**config.mk**
```make
export PLATFORM = sky130hd
export DESIGN_NAME = aq_ejpeg_rgb2ycbcr_flat
export DESIGN_NICKNAME = d
export VERILOG_FILES = /design/src/rtl/aq_ejpeg_rgb2ycbcr_if.sv /design/src/rtl/aq_ejpeg_rgb2ycbcr.sv /design/src/flat_wrapper.sv
export SDC_FILE = /design/constraint.sdc
export NUM_CORES = 2
export LEC_CHECK = 0
export CORE_MARGIN = 4
export CORE_UTILIZATION = 30
export CTS_BUF_LIST = sky130_fd_sc_hd__clkbuf_2
export DETAILED_ROUTE_END_ITERATION = 10
export DONT_BUFFER_PORTS = 1
export PLACE_DENSITY_LB_ADDON = 0.05
export SLEW_MARGIN = 40
export SYNTH_ARGS = -nofsm -noshare
export SYNTH_HDL_FRONTEND = slang
export SYNTH_SLANG_ARGS = --single-unit
```
**constraint.sdc**
```tcl
create_clock -name clk -period 10.3 [get_ports clk]
set_clock_uncertainty 0.15 [all_clocks]
set_input_delay 2.575 -clock clk [delete_from_list [all_inputs] [get_ports clk]]
set_output_delay 2.575 -clock clk [all_outputs]
set_load 0.05 [all_outputs]
```
**src/rtl/aq_ejpeg_rgb2ycbcr_if.sv**
```systemverilog
// rtl/aq_ejpeg_rgb2ycbcr_if.sv - pixel input and component-sample output bundle for the RGB-to-YCbCr front end
interface aq_ejpeg_rgb2ycbcr_if;
  logic       ProcessInit;
  logic [2:0] JpegComp;
  logic       InValid;
  logic       InReady;
  logic [7:0] InR;
  logic [7:0] InG;
  logic [7:0] InB;
  logic       OutValid;
  logic       OutReady;
  logic [1:0] OutComp;
  logic [5:0] OutIndex;
  logic [8:0] OutData;
  logic       OutBlockEnd;
  logic       Idle;

  modport master (
    output ProcessInit, JpegComp, InValid, InR, InG, InB, OutReady,
    input  InReady, OutValid, OutComp, OutIndex, OutData, OutBlockEnd, Idle
  );

  modport slave (
    input  ProcessInit, JpegComp, InValid, InR, InG, InB, OutReady,
    output InReady, OutValid, OutComp, OutIndex, OutData, OutBlockEnd, Idle
  );
endinterface

```
**src/rtl/aq_ejpeg_rgb2ycbcr.sv**
```systemverilog
// rtl/aq_ejpeg_rgb2ycbcr.sv - RGB to YCbCr converter with double-buffered 8x8 block store feeding the forward DCT
module aq_ejpeg_rgb2ycbcr #(
  parameter bit LEVEL_SHIFT = 1'b1
) (
  input  logic                  clk,
  input  logic                  rst,
  aq_ejpeg_rgb2ycbcr_if.slave   bus
);

  typedef enum logic {ST_IDLE, ST_READ} rd_state_e;

  typedef struct packed {
    logic       vld;
    logic       bank;
    logic [5:0] idx;
    logic [7:0] r;
    logic [7:0] g;
    logic [7:0] b;
  } s0_t;

  typedef struct packed {
    logic        vld;
    logic        bank;
    logic [5:0]  idx;
    logic [16:0] y;
    logic [16:0] cb;
    logic [16:0] cr;
  } s1_t;

  typedef struct packed {
    logic       vld;
    logic       bank;
    logic [5:0] idx;
    logic [7:0] y;
    logic [7:0] cb;
    logic [7:0] cr;
  } s2_t;

  logic              clr;
  logic              init_done_q, init_done_d;
  logic              gray_q, gray_d;
  logic              in_bank_q, in_bank_d;
  logic [5:0]        in_idx_q, in_idx_d;
  s0_t               s0_q, s0_d;
  s1_t               s1_q, s1_d;
  s2_t               s2_q, s2_d;
  logic [1:0]        full_q, full_d;
  rd_state_e         st_q, st_d;
  logic              rd_bank_q, rd_bank_d;
  logic [1:0]        rd_comp_q, rd_comp_d;
  logic [5:0]        rd_idx_q, rd_idx_d;
  logic [7:0]        rdata_q, rdata_d;
  logic [7:0]        mem_y  [128];
  logic [7:0]        mem_cb [128];
  logic [7:0]        mem_cr [128];

  logic              fire, last, wr_ok, pipe_adv, s2_wr, in_fire;
  logic [1:0]        last_comp;
  logic [6:0]        rd_addr;
  logic signed [16:0] pr, pg, pb, t_y, t_cb, t_cr;
  logic [8:0]        out_sample;

  function automatic logic [7:0] clamp8(input logic signed [16:0] v);
    if (v < 17'sd0)        return 8'd0;
    else if (v > 17'sd255) return 8'd255;
    else                   return v[7:0];
  endfunction

  assign clr = rst | bus.ProcessInit;

  // A pixel waiting to be written may land in the bank being released on this very edge.
  always_comb begin
    last_comp = gray_q ? 2'd0 : 2'd2;
    fire      = (st_q == ST_READ) && bus.OutReady;
    last      = fire && (rd_idx_q == 6'd63) && (rd_comp_q == last_comp);
    wr_ok     = !full_q[s2_q.bank] || (last && (rd_bank_q == s2_q.bank));
    pipe_adv  = !s2_q.vld || wr_ok;
    s2_wr     = s2_q.vld && wr_ok;
    in_fire   = bus.InValid && bus.InReady;
  end

  always_comb begin
    init_done_d = 1'b1;
    gray_d      = gray_q;
    if (bus.ProcessInit) gray_d = (bus.JpegComp == 3'd1);
    in_idx_d  = in_idx_q;
    in_bank_d = in_bank_q;
    if (in_fire) begin
      in_idx_d = in_idx_q + 6'd1;
      if (in_idx_q == 6'd63) in_bank_d = ~in_bank_q;
    end
    full_d = full_q;
    if (last) full_d[rd_bank_q] = 1'b0;
    if (s2_wr && (s2_q.idx == 6'd63)) full_d[s2_q.bank] = 1'b1;
  end

  always_comb begin
    pr   = $signed({9'd0, s0_q.r});
    pg   = $signed({9'd0, s0_q.g});
    pb   = $signed({9'd0, s0_q.b});
    t_y  = $signed(s1_q.y) >>> 8;
    t_cb = ($signed(s1_q.cb) >>> 8) + 17'sd128;
    t_cr = ($signed(s1_q.cr) >>> 8) + 17'sd128;
    s0_d = s0_q;
    s1_d = s1_q;
    s2_d = s2_q;
    if (pipe_adv) begin
      s0_d.vld  = in_fire;
      s0_d.bank = in_bank_q;
      s0_d.idx  = in_idx_q;
      s0_d.r    = bus.InR;
      s0_d.g    = bus.InG;
      s0_d.b    = bus.InB;
      s1_d.vld  = s0_q.vld;
      s1_d.bank = s0_q.bank;
      s1_d.idx  = s0_q.idx;
      s1_d.y    = 17'sd77 * pr + 17'sd150 * pg + 17'sd29 * pb + 17'sd128;
      s1_d.cb   = 17'sd128 * pb - 17'sd43 * pr - 17'sd85 * pg + 17'sd128;
      s1_d.cr   = 17'sd128 * pr - 17'sd107 * pg - 17'sd21 * pb + 17'sd128;
      s2_d.vld  = s1_q.vld;
      s2_d.bank = s1_q.bank;
      s2_d.idx  = s1_q.idx;
      s2_d.y    = clamp8(t_y);
      s2_d.cb   = clamp8(t_cb);
      s2_d.cr   = clamp8(t_cr);
    end
  end

  // Read address follows the next-state pointer so the registered read always matches the presented sample.
  always_comb begin
    st_d      = st_q;
    rd_bank_d = rd_bank_q;
    rd_comp_d = rd_comp_q;
    rd_idx_d  = rd_idx_q;
    case (st_q)
      ST_IDLE: if (full_q[rd_bank_q]) st_d = ST_READ;
      ST_READ: begin
        if (last) begin
          rd_bank_d = ~rd_bank_q;
          rd_comp_d = 2'd0;
          rd_idx_d  = 6'd0;
          st_d      = full_q[~rd_bank_q] ? ST_READ : ST_IDLE;
        end else if (fire) begin
          rd_idx_d = rd_idx_q + 6'd1;
          if (rd_idx_q == 6'd63) rd_comp_d = rd_comp_q + 2'd1;
        end
      end
      default: st_d = ST_IDLE;
    endcase
    rd_addr = {rd_bank_d, rd_idx_d};
    case (rd_comp_d)
      2'd0:    rdata_d = mem_y[rd_addr];
      2'd1:    rdata_d = mem_cb[rd_addr];
      default: rdata_d = mem_cr[rd_addr];
    endcase
  end

  always_ff @(posedge clk) begin
    if (s2_wr) begin
      mem_y[{s2_q.bank, s2_q.idx}]  <= s2_q.y;
      mem_cb[{s2_q.bank, s2_q.idx}] <= s2_q.cb;
      mem_cr[{s2_q.bank, s2_q.idx}] <= s2_q.cr;
    end
  end

  always_ff @(posedge clk) begin
    if (rst) gray_q <= 1'b0;
    else     gray_q <= gray_d;
    if (clr) begin
      init_done_q <= 1'b0;
      in_bank_q   <= 1'b0;
      in_idx_q    <= 6'd0;
      s0_q        <= '0;
      s1_q        <= '0;
      s2_q        <= '0;
      full_q      <= 2'b00;
      st_q        <= ST_IDLE;
      rd_bank_q   <= 1'b0;
      rd_comp_q   <= 2'd0;
      rd_idx_q    <= 6'd0;
      rdata_q     <= 8'd0;
    end else begin
      init_done_q <= init_done_d;
      in_bank_q   <= in_bank_d;
      in_idx_q    <= in_idx_d;
      s0_q        <= s0_d;
      s1_q        <= s1_d;
      s2_q        <= s2_d;
      full_q      <= full_d;
      st_q        <= st_d;
      rd_bank_q   <= rd_bank_d;
      rd_comp_q   <= rd_comp_d;
      rd_idx_q    <= rd_idx_d;
      rdata_q     <= rdata_d;
    end
  end

  assign out_sample      = LEVEL_SHIFT ? ({1'b0, rdata_q} - 9'd128) : {1'b0, rdata_q};
  assign bus.InReady     = init_done_q && pipe_adv;
  assign bus.OutValid    = (st_q == ST_READ);
  assign bus.OutComp     = rd_comp_q;
  assign bus.OutIndex    = rd_idx_q;
  assign bus.OutData     = bus.OutValid ? out_sample : 9'd0;
  assign bus.OutBlockEnd = bus.OutValid && (rd_idx_q == 6'd63) && (rd_comp_q == last_comp);
  assign bus.Idle        = (st_q == ST_IDLE) && (full_q == 2'b00) && !s0_q.vld && !s1_q.vld
                           && !s2_q.vld && (in_idx_q == 6'd0);

endmodule

```
**src/flat_wrapper.sv**
```systemverilog
// flat-port wrapper written by rule: the top's interface ports become plain ports
module aq_ejpeg_rgb2ycbcr_flat 
#(
  parameter bit LEVEL_SHIFT = 1'b1
)
  (clk, rst, bus_ProcessInit, bus_JpegComp, bus_InValid, bus_InR, bus_InG, bus_InB, bus_OutReady, bus_InReady, bus_OutValid, bus_OutComp, bus_OutIndex, bus_OutData, bus_OutBlockEnd, bus_Idle);
  aq_ejpeg_rgb2ycbcr_if bus_i ();
  input  logic clk;
  input  logic rst;
  input wire logic [$bits(bus_i.ProcessInit)-1:0] bus_ProcessInit;
  input wire logic [$bits(bus_i.JpegComp)-1:0] bus_JpegComp;
  input wire logic [$bits(bus_i.InValid)-1:0] bus_InValid;
  input wire logic [$bits(bus_i.InR)-1:0] bus_InR;
  input wire logic [$bits(bus_i.InG)-1:0] bus_InG;
  input wire logic [$bits(bus_i.InB)-1:0] bus_InB;
  input wire logic [$bits(bus_i.OutReady)-1:0] bus_OutReady;
  output wire logic [$bits(bus_i.InReady)-1:0] bus_InReady;
  output wire logic [$bits(bus_i.OutValid)-1:0] bus_OutValid;
  output wire logic [$bits(bus_i.OutComp)-1:0] bus_OutComp;
  output wire logic [$bits(bus_i.OutIndex)-1:0] bus_OutIndex;
  output wire logic [$bits(bus_i.OutData)-1:0] bus_OutData;
  output wire logic [$bits(bus_i.OutBlockEnd)-1:0] bus_OutBlockEnd;
  output wire logic [$bits(bus_i.Idle)-1:0] bus_Idle;
  assign bus_i.ProcessInit = bus_ProcessInit;
  assign bus_i.JpegComp = bus_JpegComp;
  assign bus_i.InValid = bus_InValid;
  assign bus_i.InR = bus_InR;
  assign bus_i.InG = bus_InG;
  assign bus_i.InB = bus_InB;
  assign bus_i.OutReady = bus_OutReady;
  assign bus_InReady = bus_i.InReady;
  assign bus_OutValid = bus_i.OutValid;
  assign bus_OutComp = bus_i.OutComp;
  assign bus_OutIndex = bus_i.OutIndex;
  assign bus_OutData = bus_i.OutData;
  assign bus_OutBlockEnd = bus_i.OutBlockEnd;
  assign bus_Idle = bus_i.Idle;
  aq_ejpeg_rgb2ycbcr #(.LEVEL_SHIFT(LEVEL_SHIFT)) u_core (.clk(clk), .rst(rst), .bus(bus_i));
endmodule
```
Word level (Yosys, flattened, before mapping):

Memory sizes are Yosys's and may differ from the RTL's.
Cells that the tools add are included.
W data, S select, Z words.

* register bits: 152
* RAM bits: 3072
* output and inout bits: 21
* memories: 3

* add/sub/neg operators: 15
* $mul: 7
* order comparisons: 11
* equality and inequality tests: 7
* muxes and demuxes: 37
* bitwise gates (word level): 7
* reduce and logical (&&, ||, !) cells: 27

Memories
* u_core.mem_cb: depth 128, bits a word 8, read ports 1, clocked after memory_dff 0, write ports 1, RTL line aq_ejpeg_rgb2ycbcr.sv:54 `logic [7:0] mem_cb [128];`
* u_core.mem_cr: depth 128, bits a word 8, read ports 1, clocked after memory_dff 0, write ports 1, RTL line aq_ejpeg_rgb2ycbcr.sv:55 `logic [7:0] mem_cr [128];`
* u_core.mem_y: depth 128, bits a word 8, read ports 1, clocked after memory_dff 0, write ports 1, RTL line aq_ejpeg_rgb2ycbcr.sv:53 `logic [7:0] mem_y [128];`

Operators by type and width (count)
* $mul A7 B8 Y15 const A: 4
* $add A17 B9 Y17 const B: 3
* $mux W8: 6
* $add A17 B17 Y17: 2
* $gt A17 B9 Y1 const B: 2
* $lt A17 B1 Y1 const B: 2
* $sub A16 B17 Y17: 2
* $sub A17 B17 Y17: 2
* $mul A5 B8 Y13 const A: 2
* $add A9 B9 Y10 const B: 2
* $eq A6 B6 Y1 const B: 3
* $mux W6: 3
* $logic_and A1 B1 Y1: 17
* $mux W1: 16
* $pmux W8 S2: 1
* $mul A6 B8 Y14 const A: 1
* $mux W2: 7
* $add A6 B1 Y6 const B: 2
* $gt A9 B9 Y1 const B: 1
* $lt A9 B1 Y1 const B: 1
* $mux W9: 1
* $sub A8 B8 Y9 const B: 1
* $logic_not A6 Y1: 1
* $lt A1 B2 Y1 const B: 3
* other kinds (17): 26

Logic depth before layout (Yosys ltp):

* depth in word-level cells: 9
* depth in mapped cells: 27
* depth with buffers taken out: 27

Least setup slack after synthesis:

No wires, ideal clock.

* kind: input -> output
* start point: in bus_OutReady
* end point: out bus_InReady
* arrival: 4.862 ns
* path slack: 2.713 ns
* cell stages on the path: 11
* buffers on the path: 5
* cells stage by stage: buf_2 -> nand4_2 -> or4_1 -> buf_4 -> buf_6 -> buf_2 -> clkbuf_1 -> o211ai_1 -> o21ai_1 -> nand2_1 -> and2_1

* longest elaborated chain between the ends: 7

RTL lines
* start, declared: RTL line flat_wrapper.sv:16 `input wire logic [$bits(bus_i.OutReady)-1:0] bus_OutReady;`
* $logic_and A1 B1 Y1: RTL line aq_ejpeg_rgb2ycbcr.sv:74 `fire = (st_q == ST_READ) && bus.OutReady;`
* $logic_and A1 B1 Y1 (2 in a row): RTL line aq_ejpeg_rgb2ycbcr.sv:75 `last = fire && (rd_idx_q == 6'd63) && (rd_comp_q == last_comp);`
* $logic_and A1 B1 Y1: RTL line aq_ejpeg_rgb2ycbcr.sv:76 `wr_ok = !full_q[s2_q.bank] || (last && (rd_bank_q == s2_q.bank));`
* $logic_or A1 B1 Y1: RTL line aq_ejpeg_rgb2ycbcr.sv:76
* $logic_or A1 B1 Y1: RTL line aq_ejpeg_rgb2ycbcr.sv:77 `pipe_adv = !s2_q.vld || wr_ok;`
* $logic_and A1 B1 Y1: RTL line aq_ejpeg_rgb2ycbcr.sv:199 `assign bus.InReady = init_done_q && pipe_adv;`
* end, declared: RTL line flat_wrapper.sv:17 `output wire logic [$bits(bus_i.InReady)-1:0] bus_InReady;`

No other way between the ends.

Worst setup path in the final report:

* start point: reg u_core.st_q (netlist: u_core.bus.OutValid)
* end point: out bus_InReady

* longest elaborated chain between the ends: 7

RTL lines
* start, declared: RTL line aq_ejpeg_rgb2ycbcr.sv:48 `rd_state_e st_q, st_d;`
* start signal, assigned: RTL line aq_ejpeg_rgb2ycbcr.sv:190 `st_q <= st_d;`
* $logic_and A1 B1 Y1: RTL line aq_ejpeg_rgb2ycbcr.sv:74
* $logic_and A1 B1 Y1 (2 in a row): RTL line aq_ejpeg_rgb2ycbcr.sv:75
* $logic_and A1 B1 Y1: RTL line aq_ejpeg_rgb2ycbcr.sv:76
* $logic_or A1 B1 Y1: RTL line aq_ejpeg_rgb2ycbcr.sv:76
* $logic_or A1 B1 Y1: RTL line aq_ejpeg_rgb2ycbcr.sv:77
* $logic_and A1 B1 Y1: RTL line aq_ejpeg_rgb2ycbcr.sv:199

No other way between the ends.

==> flow_metrics.env <==
export IMPL_required_ps=7580
export IMPL_drive_gt1_share_pct=20.96
export IMPL_gr_total_overflow=0
export IMPL_final_setup_tns_ps=0
export IMPL_grt_pass1_vias=90096
export IMPL_synth_edf_count=3072
export IMPL_drc=0
export IMPL_synthArstFlopShare_pct=0
export IMPL_die_w_um=676.4
export IMPL_vias=91652
export IMPL_yosys_warnings=0
export IMPL_ir_drop_v=0.00009771
export IMPL_cts_buffers=871
export IMPL_crit_arrival_ps=6330
export IMPL_dr_pass1_iters=5
export IMPL_status="completed"
export IMPL_rows=245
export IMPL_grt_util_all_layers_pct=25.06
export IMPL_grt_max_degree=96
export IMPL_rsz0062_at_grt="no"
export IMPL_place_ws_ps=2208
export IMPL_slew_viol_final=0
export IMPL_syn_inst=9724
export IMPL_clock_latency_ps=2370
export IMPL_clockBufferDepth=4
export IMPL_clock_fmax_mhz=110.5
export IMPL_setup_violations=0
export IMPL_gp_congestion=0.8758
export IMPL_crit_type="flip-flop to output port"
export IMPL_totalWireLength_um=590700
export IMPL_root_buffer="clkbuf_2"
export IMPL_die_height_um=676.4
export IMPL_r2r_slack_ps=3270
export IMPL_drt_iter0_drc=9755
export IMPL_worstHoldPathType="flip-flop to flip-flop"
export IMPL_wl_per_cell_um=34.46
export IMPL_period_share_pct=87.88
export IMPL_hold_viol=0
export IMPL_slew_limit_headroom_pct=30.63
export IMPL_fin_crit_ps=9052
export IMPL_crit_path_start_kind="flip-flop"
export IMPL_finalWorstSetupSlack_ps=1248
export IMPL_p_leak_uw=0.05466
export IMPL_ys_flop_type="edfxtp_1"
export IMPL_core_sq_mm=0.4451
export IMPL_grt_pass1_wl_um=794000
export IMPL_maxCapViolations=0
export IMPL_critical_path_endpoint_type="output port"
export IMPL_post_cts_setup_buffers=0
export IMPL_max_slew_worst_pin_slew_ps=1034
export IMPL_start_util_pct=30.11
export IMPL_synth_area_per_cell_sq_um=13.78
export IMPL_num_io_pins=53
export IMPL_final_nets=10905
export IMPL_path_max_fanout=23
export IMPL_ys_seq_area_share_pct=70.74
export IMPL_via_per_inst=5.347
export IMPL_synthDistinctLibCells=88
export IMPL_die_area_sq_mm=0.4575
export IMPL_htreeDepth=6
export IMPL_ys_ff_latch=3200
export IMPL_power_density_mw_per_mm2=168.3
export IMPL_numPortBuffers=0
export IMPL_synth_fp_nets=10145
export IMPL_fillerInstances=44204
export IMPL_antenna_found_initial=78
export IMPL_ant_nets=0
export IMPL_clk_pin_slew_ps=100
export IMPL_dp_hpwl_um=363800
export IMPL_area_growth_pct=14.07
export IMPL_cts_tree="yes"
export IMPL_cts_sinks=3200
export IMPL_syn_area_sq_mm=0.1340
-- final cells by class --
class	count	area, sq um	share of cell area, %
clock inverter	225	1423	0.9305
tap	5928	7417	4.851
clock buffer	1344	6726	4.400
timing repair buffer	479	4429	2.897
sequential	3200	94900	62.08
inverter	242	908.4	0.5941
multi-input combinational	5690	37000	24.20
antenna	32	80.08	0.05238
-- registers in the layout (all words and copies together), names as in the netlist --
name	flops
u_core.bus.OutValid	1
u_core.in_idx_q	6
u_core.gray_q	1
u_core.bus.OutComp	2
u_core.rdata_q	8
u_core.mem_y	1024
u_core.bus.OutIndex	6
u_core.pb	8
u_core.in_bank_q	1
u_core.mem_cb	1024
u_core.init_done_q	1
u_core.pg	8
u_core.mem_cr	1024
u_core.rd_bank_q	1
u_core.s0_q	8
u_core.s2_q	32
u_core.s1_q	35
u_core.pr	8
u_core.full_q	2
-- layout by cell type (no fill, tap or decap), types with 24 or more instances in the layout --
cell       count
a31oi_1      241
o22ai_1       44
mux2_2        90
dfxtp_1      101
a311oi_1      39
a221oi_1     183
nor2_1       149
buf_12        54
mux4_2        58
a21oi_1      621
nor3_1        97
inv_1        242
a211oi_1     145
nand2b_1      25
nand2_1     1872
buf_4        394
diode_2       32
nor2_4       108
clkinv_1     155
nand4_1       36
o21ai_0      254
ha_1         308
clkbuf_2    1344
xnor2_1       54
nor4_1        32
nand3_1      311
dfxtp_4       24
a2111oi_0     27
nor2_2        41
mux2i_1      152
a32oi_1       29
a221o_1       51
fa_1          81
edfxtp_1    3072
a22oi_1       59
and3_1       133
xor2_1        31
-- through the flow --
step	hold WS [ps]	instances	power [uW]	utilization, %	area, sq um
after floorplan	282.1	9724	15810	-	134000
after global placement	290.5	15495	16450	32.25	143600
after detailed placement	296.3	15527	16490	32.46	144500
after CTS	19.37	17099	26120	34.30	152700
after global routing	215.2	17111	26960	34.33	152800
final	195.8	17140	25720	34.35	152900
-- synthesized netlist by cell type, types with 20 or more instances --
master	number	area, sq um
a2111oi_0	39	341.6
xor2_1	32	280.3
mux2i_1	152	1521
xnor2_1	57	499.2
nand2_1	1887	7083
a21oi_1	634	3173
a221oi_1	191	1673
nand2b_1	25	156.4
o21ai_0	263	1316
a211oi_1	152	1141
mux2_2	90	1013
a32oi_1	29	254.0
nor2_1	297	1115
a22oi_1	60	450.4
nor4_1	41	256.5
o22ai_1	44	275.3
a221o_1	51	510.5
and3_1	133	832.1
fa_1	81	1622
nand3_1	316	1582
edfxtp_1	3072	92250
a21o_1	24	180.2
clkbuf_1	174	653.1
ha_1	308	3854
inv_1	242	908.4
buf_2	307	1536
nor2b_1	20	125.1
a311oi_1	39	341.6
dfxtp_1	128	2562
a31oi_1	249	1558
mux4_2	58	1306
buf_4	63	473.0
nor3_1	107	535.5
buf_1	44	165.2
nand4_1	36	225.2
-- cell families (layout without fill, tap and decap cells) --
kind of cell,Yosys count,after routing,share of synthesized area (%)
compound gates,1962,1962,9.544
other cells,0,32,0
mux,300,300,2.866
buf+inv,834,2290,2.821
xor+xnor,89,89,0.5816
flops,3200,3200,70.74
fa+ha+maj,389,389,4.085
simple gates,2950,2950,9.361
-- power breakdown --
| group | internal, uW | total [uW] | switching (uW) |
|---|---|---|---|
| clock network | 3750 | 9530 | 5780 |
| registers | 14500 | 14700 | 180 |
| logic | 463 | 1480 | 1020 |
-- worst paths after layout --
kind | cells past startpoint | start | end
worst max-delay path | 7 | u_core.bus.OutValid | bus_InReady
worst min-delay path | 2 | u_core.s0_q[31] | u_core.s1_q[58]
worst max register to register | 23 | u_core.pg[0] | u_core.s1_q[15]
worst min register to register | 2 | u_core.s0_q[31] | u_core.s1_q[58]
-- per-layer routing --
metal	GRT usage [%]	part of all wire [%]	vias up
li1	-	-	38998
met1	34.61	44	47766
met2	39.51	46	3886
met3	4.482	7.0	984
met4	8.976	3.8	18
met5	0	0.019	-
-- what timing repair did --
action / CTS / global route
hold endpoints to repair: 3 / 0
hold buffers: 3 / 0
resized for setup: 0 / 0
-- critical path, cell delays in order, from the launching register on --
cell and delay, ps:
dfxtp_2 710, buf_4 440, nand4_2 300, or4_4 890, o21ai_1 380, o21ai_1 190, nand2_2 400, and2_1 680
(Power assumes the default switching activity.)
